==> config.mk <==
export PLATFORM = sky130hd
export DESIGN_NAME = mac_array_acc_flat
export DESIGN_NICKNAME = d
export VERILOG_FILES = /design/src/rtl/mac_array_acc_if.sv /design/src/rtl/mac_array_acc.sv /design/src/flat_wrapper.sv
export SDC_FILE = /design/constraint.sdc
export NUM_CORES = 1
export LEC_CHECK = 0
export CORE_ASPECT_RATIO = 0.75
export CORE_MARGIN = 2
export CORE_UTILIZATION = 32
export CTS_CLUSTER_DIAMETER = 150
export DETAILED_ROUTE_END_ITERATION = 6
export DONT_BUFFER_PORTS = 1
export SYNTH_ARGS = -nofsm -noshare
export SYNTH_HDL_FRONTEND = slang
export SYNTH_SLANG_ARGS = --single-unit
==> constraint.sdc <==
create_clock -name clock -period 5.83 [get_ports clock]
set_input_delay 0.2915 -clock clock [delete_from_list [all_inputs] [get_ports clock]]
set_output_delay 0.2915 -clock clock [all_outputs]
set_load 0.03 [all_outputs]
==> src/rtl/mac_array_acc_if.sv <==
// Beat-in / result-out bundle of the multi-lane MAC accumulator.
// The testbench side drives the master modport and the accumulator uses the slave modport.
interface mac_array_acc_if #(
    parameter int DATA_W = 8,
    parameter int LANES  = 4,
    parameter int ACC_W  = 32,
    parameter int OUT_W  = 16
);
    logic                     clken;
    logic                     in_valid;
    logic                     in_first;
    logic                     in_last;
    logic [LANES*DATA_W-1:0]  dataa;
    logic [LANES*DATA_W-1:0]  datab;
    logic signed [ACC_W-1:0]  sumin;
    logic signed [OUT_W-1:0]  result;
    logic                     out_valid;
    logic                     overflow;

    modport master (
        output clken, in_valid, in_first, in_last, dataa, datab, sumin,
        input  result, out_valid, overflow
    );

    modport slave (
        input  clken, in_valid, in_first, in_last, dataa, datab, sumin,
        output result, out_valid, overflow
    );
endinterface

==> src/rtl/mac_array_acc.sv <==
// LANES parallel signed multipliers, an adder tree and a windowed accumulator.
// Each window is seeded with a bias; the total is shifted and saturated to OUT_W.
module mac_array_acc #(
    parameter int DATA_W = 8,
    parameter int LANES  = 4,
    parameter int ACC_W  = 32,
    parameter int OUT_W  = 16,
    parameter int SHIFT  = 0
) (
    input  logic             clock,
    input  logic             aclr,
    mac_array_acc_if.slave   bus
);
    localparam int PROD_W = 2 * DATA_W;
    localparam logic signed [ACC_W-1:0] MAX_V = {{(ACC_W-OUT_W+1){1'b0}}, {(OUT_W-1){1'b1}}};
    localparam logic signed [ACC_W-1:0] MIN_V = {{(ACC_W-OUT_W+1){1'b1}}, {(OUT_W-1){1'b0}}};

    logic signed [PROD_W-1:0] prod_c  [LANES];
    logic signed [PROD_W-1:0] prod_s1 [LANES];
    logic                     v1, f1, l1;
    logic signed [ACC_W-1:0]  sumin_s1;

    logic signed [ACC_W-1:0]  lanesum_c;
    logic signed [ACC_W-1:0]  lanesum_s2;
    logic signed [ACC_W-1:0]  sumin_s2;
    logic                     v2, f2, l2;

    logic signed [ACC_W-1:0]  acc;
    logic signed [ACC_W-1:0]  acc_next;
    logic                     fire3;
    logic signed [ACC_W-1:0]  shifted;

    always_comb begin
        for (int i = 0; i < LANES; i++) begin
            prod_c[i] = PROD_W'($signed(bus.dataa[i*DATA_W +: DATA_W]))
                      * PROD_W'($signed(bus.datab[i*DATA_W +: DATA_W]));
        end
    end

    always_ff @(posedge clock or negedge aclr) begin
        if (!aclr) begin
            for (int i = 0; i < LANES; i++) prod_s1[i] <= '0;
            v1       <= 1'b0;
            f1       <= 1'b0;
            l1       <= 1'b0;
            sumin_s1 <= '0;
        end else if (bus.clken) begin
            for (int i = 0; i < LANES; i++) prod_s1[i] <= prod_c[i];
            v1       <= bus.in_valid;
            f1       <= bus.in_first;
            l1       <= bus.in_last;
            sumin_s1 <= bus.sumin;
        end
    end

    // Products are sign-extended to the accumulator width before summing so no tree level can overflow.
    always_comb begin
        lanesum_c = '0;
        for (int i = 0; i < LANES; i++) begin
            lanesum_c = lanesum_c + ACC_W'(prod_s1[i]);
        end
    end

    always_ff @(posedge clock or negedge aclr) begin
        if (!aclr) begin
            lanesum_s2 <= '0;
            sumin_s2   <= '0;
            v2         <= 1'b0;
            f2         <= 1'b0;
            l2         <= 1'b0;
        end else if (bus.clken) begin
            lanesum_s2 <= lanesum_c;
            sumin_s2   <= sumin_s1;
            v2         <= v1;
            f2         <= f1;
            l2         <= l1;
        end
    end

    assign acc_next = f2 ? (sumin_s2 + lanesum_s2) : (acc + lanesum_s2);

    always_ff @(posedge clock or negedge aclr) begin
        if (!aclr) begin
            acc   <= '0;
            fire3 <= 1'b0;
        end else if (bus.clken) begin
            if (v2) acc <= acc_next;
            fire3 <= v2 && l2;
        end
    end

    assign shifted = acc >>> SHIFT;

    // Result keeps its last value between windows; only the valid/overflow flags drop.
    always_ff @(posedge clock or negedge aclr) begin
        if (!aclr) begin
            bus.result    <= '0;
            bus.out_valid <= 1'b0;
            bus.overflow  <= 1'b0;
        end else if (bus.clken) begin
            bus.out_valid <= fire3;
            if (fire3) begin
                if (shifted > MAX_V) begin
                    bus.result   <= MAX_V[OUT_W-1:0];
                    bus.overflow <= 1'b1;
                end else if (shifted < MIN_V) begin
                    bus.result   <= MIN_V[OUT_W-1:0];
                    bus.overflow <= 1'b1;
                end else begin
                    bus.result   <= shifted[OUT_W-1:0];
                    bus.overflow <= 1'b0;
                end
            end else begin
                bus.overflow <= 1'b0;
            end
        end
    end
endmodule

==> src/flat_wrapper.sv <==
// flat-port wrapper written by rule: the top's interface ports become plain ports
module mac_array_acc_flat 
#(
    parameter int DATA_W = 8,
    parameter int LANES  = 4,
    parameter int ACC_W  = 32,
    parameter int OUT_W  = 16,
    parameter int SHIFT  = 0
)
  (clock, aclr, bus_clken, bus_in_valid, bus_in_first, bus_in_last, bus_dataa, bus_datab, bus_sumin, bus_result, bus_out_valid, bus_overflow);
  mac_array_acc_if #(.DATA_W(DATA_W), .LANES(LANES), .ACC_W(ACC_W), .OUT_W(OUT_W)) bus_i ();
  input  logic clock;
  input  logic aclr;
  input wire logic [$bits(bus_i.clken)-1:0] bus_clken;
  input wire logic [$bits(bus_i.in_valid)-1:0] bus_in_valid;
  input wire logic [$bits(bus_i.in_first)-1:0] bus_in_first;
  input wire logic [$bits(bus_i.in_last)-1:0] bus_in_last;
  input wire logic [$bits(bus_i.dataa)-1:0] bus_dataa;
  input wire logic [$bits(bus_i.datab)-1:0] bus_datab;
  input wire logic [$bits(bus_i.sumin)-1:0] bus_sumin;
  output wire logic [$bits(bus_i.result)-1:0] bus_result;
  output wire logic [$bits(bus_i.out_valid)-1:0] bus_out_valid;
  output wire logic [$bits(bus_i.overflow)-1:0] bus_overflow;
  assign bus_i.clken = bus_clken;
  assign bus_i.in_valid = bus_in_valid;
  assign bus_i.in_first = bus_in_first;
  assign bus_i.in_last = bus_in_last;
  assign bus_i.dataa = bus_dataa;
  assign bus_i.datab = bus_datab;
  assign bus_i.sumin = bus_sumin;
  assign bus_result = bus_i.result;
  assign bus_out_valid = bus_i.out_valid;
  assign bus_overflow = bus_i.overflow;
  mac_array_acc #(.DATA_W(DATA_W), .LANES(LANES), .ACC_W(ACC_W), .OUT_W(OUT_W), .SHIFT(SHIFT)) u_core (.clock(clock), .aclr(aclr), .bus(bus_i));
endmodule
; After elaboration in Yosys (flattened, before gate mapping)
; Index checks and enable logic that the tools add are counted.
[totals]
register_bits = 217
inputBits = 102
wordCells = 38
[op_classes]
add_sub_neg = 5
mul = 4
magnitude_cmp = 2
muxes = 6
reduce_logical = 3
[ops]
columns = operator, count
row1 = adder 32 bit, 2
row2 = multiplier 8 x 8 -> 16 bit, 4
row3 = adder 32 x 16 -> 32 bit, 1
row4 = greater-than comparator 32 x 16 -> 1 bit (second input constant), 1
row5 = < comparator 32 x 16 -> 1 bit (second input constant), 1
row6 = 2-to-1 mux 16 bit, 2
row7 = 2-to-1 mux 32 bit, 1
row8 = adder 17 x 16 -> 18 bit, 1
row9 = adder 16 x 16 -> 17 bit, 1
row10 = AND reduction 2 bit, 2
row11 = 2-to-1 mux 1 bit, 3
row12 = logical AND 1 bit, 1

; Longest topological paths before layout
[logic_depth]
depth_word = 4
ltp_mapped = 21
depth_no_buf = 21

; Least setup slack after synthesis
; OpenSTA, ideal clock, no wires.
[synth_path]
kind = input to register
from = in bus_dataa[0]
to = reg u_core.prod_s1[62] (netlist bit)
arrival_ns = 4.313
t_required_ns = 5.710
setup_slack_ns = 1.397
cell_stages = 16
path_buffers = 0
cell_sequence = nand2b_1 > fa_1 > fa_1 > inv_1 > fa_1 > inv_1 > fa_1 > inv_1 > ha_1 > o21ai_0 > a21boi_0 > o21ai_0 > a21boi_1 > o211a_1 > or3_1 > a31o_2
[synth_via]
elab_chain_len = 1
[synth_rtl]
columns = item, line
row1 = start: declaration, flat_wrapper.sv:18  ; input wire logic [$bits(bus_i.dataa)-1:0] bus_dataa;
row2 = multiplier 8 x 8 -> 16 bit, mac_array_acc.sv:36  ; * PROD_W'($signed(bus.datab[i*DATA_W +: DATA_W]));
row3 = end: declaration, mac_array_acc.sv:19  ; logic signed [PROD_W-1:0] prod_s1 [LANES];
; Every way passes these cells.
; A chain may end at the register's enable or synchronous reset.

; Worst setup path in the final report
[layout_path]
from = reg u_core.prod_s1[18] (netlist bit)
to = reg u_core.lanesum_s2[22]
[layout_via]
elab_chain_len = 2
[layout_rtl]
columns = item, line
row1 = adder 17 x 16 -> 18 bit, mac_array_acc.sv:60  ; lanesum_c = lanesum_c + ACC_W'(prod_s1[i]);
row2 = adder 32 x 16 -> 32 bit, mac_array_acc.sv:60
row3 = end signal: assignment, mac_array_acc.sv:72  ; lanesum_s2 <= lanesum_c;
row4 = end: declaration, mac_array_acc.sv:24  ; logic signed [ACC_W-1:0] lanesum_s2;
; Every way passes these cells.

==> impl_metrics.tcl <==
set metrics [dict create \
    cts_inserted_buffers 25 \
    rsz0062_at_grt "no" \
    htreeDepth 1 \
    place_inst 3076 \
    io_pins 120 \
    num_rows 82 \
    use_met2_pct 23.96 \
    drive_above_1_share_pct 9.720 \
    via_per_inst 4.834 \
    cp_data_required_time_ns 6.23 \
    setup_tns_ns 0 \
    synth_edf_count 0 \
    grt_start_max_net_pins 218 \
    critPathCaptureType "flip-flop" \
    cts_tree "done" \
    synth_seq_cells 217 \
    drt_iter0_markers 841 \
    start_kind "flip-flop" \
    area_delta_synth_final_pct 10.79 \
    grt_pass1_vias 16050 \
    fillers 6621 \
    clkSinkCount 217 \
    antenna_found_initial 0 \
    crit_path_cell_trace "fa_1 > ha_1 > a211o_1 > a211oi_2 > o211ai_1 > o21a_1 > or2_2 > xor2_1 > ha_1 > o21a_1 > o211ai_1 > a2111oi_2 > o21ai_0 > a31oi_1 > nor2_1" \
    period_needed_ns 4.751 \
    syn_inst 2231 \
    relSlewSlack_pct 22.32 \
    worstSetupPathType "reg2reg" \
    layout_common_cells "inv_1, fa_1, dfrtp_1, ha_1, and2_1" \
    grt.overflow.total 0 \
    io_buffers 0 \
    finalCritPeriodShare_pct 81.50 \
    cap_violations 0 \
    drc 0 \
    grt_use_met3_pct 1.955 \
    hold_viol 0 \
    yosysWarningCount 0 \
    ant_nets 0 \
    core_region_area_um2 67200 \
    cp_max_fo 7 \
    vias 15310 \
    clkLatencyLatePin_ns 0.54 \
    cts_buffer_depth 3 \
    die_height_um 230.3 \
    fp.dieW_um 305.8 \
    critical_path_arrival_ns 5.15 \
    avgSynthCellArea_um2 9.797 \
    slowest_delay_ns 0.55 \
    synthDistinctLibCells 73 \
    crit_slowest_cell "a31oi_1" \
    async_flop_share_pct 100.0 \
    synth_ff_type "dfrtp_1" \
    wl_um 50150 \
    final_cells 3166 \
    start_util_pct 32.52 \
    synth_area_um2 21860 \
    clk_pin_slew_ns 0.06 \
    grt_busiest_layer "met2" \
    synth_nets 2755 \
    multi_input_area_um2 14920 \
    setup_violations 0 \
    dpl.hpwl_um 39160 \
    seqCellArea_um2 5430 \
    grtUsageTotal_pct 14.57 \
    first_pass_iters 5 \
    fin_skew_ns 0.01526 \
    tightest_slew_ns 1.165 \
    dieArea_um2 70430 \
    globalplace.congestion 0.8356 \
    status "complete, no violations" \
    fmax_mhz 210.5 \
    wl_per_cell_um 15.84 \
    final_common_cell "inv_1" \
    hp-class "in2reg" \
    nets 2792 \
    grt_pass1_wl_um 84260 \
    post_cts_resized 0 \
    diodes 0 \
    seq_area_frac_synth_pct 24.84 \
    slew_viol_final 0 \
    cts-root-buf "clkbuf_16" \
    global_route.usage.met1_pct 20.74 \
]
[path summary, 6_finish.rpt]
kind                                           startpoint                           endpoint  slack [ns]  cells past startpoint
setup / recovery           u_core.prod_s1[18]$_DFFE_PN0P_  u_core.lanesum_s2[22]$_DFFE_PN0P_        1.08                     15
hold / removal                                  bus_clken     u_core.prod_s1[14]$_DFFE_PN0P_        0.05                      4
setup reg to reg           u_core.prod_s1[18]$_DFFE_PN0P_  u_core.lanesum_s2[22]$_DFFE_PN0P_        1.08                     15
hold reg to reg                 u_core.acc[0]$_DFFE_PN0P_          u_core.acc[0]$_DFFE_PN0P_        0.49                      2
max in group asynchronous                            aclr   u_core.bus.result[7]$_DFFE_PN0P_        4.49                      2
min in group asynchronous                            aclr     u_core.sumin_s1[4]$_DFFE_PN0P_        0.45                      2
[cells in the mapped netlist, drive strengths merged, types with 18 or more instances]
master / instances / area (µm²)
mux2: 150 / 1693
o21a: 21 / 158.9
dfrtp: 217 / 5430
o31ai: 18 / 135.1
o21ai: 124 / 631.9
a21o: 24 / 181.4
ha: 183 / 2290
nand2b: 22 / 137.6
nor3: 34 / 175.2
xnor2: 74 / 648.1
nand3: 23 / 115.1
a21oi: 51 / 255.2
nor2: 128 / 485.5
nand2: 163 / 611.8
inv: 359 / 1348
xor2: 21 / 183.9
clkbuf: 38 / 142.6
fa: 239 / 4785
and2: 173 / 1082
[state kept, by name (all words and copies together) (netlist names), 16 cells and up]
signal / flops
u_core.bus.result: 16
u_core.lanesum_s2: 32
u_core.prod_s1: 64
u_core.sumin_s1: 32
u_core.acc: 32
u_core.sumin_s2: 32
[area by class of cell]
type	count	share of cell area [%]
clock inverters	13	0.7492
well taps	882	4.557
clock buffers	30	2.785
repair buffers	53	2.273
flip-flops and latches	217	22.42
inverters	360	5.580
multi-input cells	1611	61.63
[cell families (layout without fill, tap and decap cells)]
kind of cell	Yosys count	count (layout)	synth area share (%)
XOR/XNOR	95	95	3.807
flip-flops	217	217	24.84
AND/OR/NAND/NOR	613	613	14.13
adder cells (fa/ha/maj)	422	422	32.37
buffers and inverters	403	456	6.921
AO/OA/AOI/OAI	328	328	10.05
multiplexers	153	153	7.883
[layer usage]
layer  wire [µm]  share of wire (%)
met1       24590                 49
met4         778                1.6
met2       22930                 46
met3        1840                3.7
met5           0                  0
[through the flow]
| step | instance area, µm² | setup WS [ns] | util [%] | hold WS [ns] |
|---|---|---|---|---|
| 2_1_floorplan | 21860 | 1.397 | - | -0.004091 |
| 3_3_place_gp | 22850 | 1.204 | 34.01 | 0.009333 |
| 3_5_place_dp | 22850 | 1.141 | 34.01 | 0.02015 |
| 4_1_cts | 24220 | 1.119 | 36.03 | 0.01081 |
| 5_1_grt | 24220 | 0.6711 | 36.03 | 0.03816 |
| 6_report | 24220 | 1.079 | 36.03 | 0.04674 |
[timing repair]
item | 4_1_cts | 5_1_grt
hold buffers | 47 | 0
setup buffers | 0 | 0
endpoints found under the hold margin | 368 | 0
[critical path: cells and delay by family (launching register included)]
| family | cells | cell delay, ns |
|---|---|---|
| XOR/XNOR | 1 | 0.15 |
| adder cells (fa/ha/maj) | 3 | 1.27 |
| flip-flops | 1 | 0.40 |
| AO/OA/AOI/OAI | 9 | 2.41 |
| AND/OR/NAND/NOR | 2 | 0.39 |
Power is not shown: default switching activity piles up to over one toggle a cycle in this logic, so the estimate is an artifact.
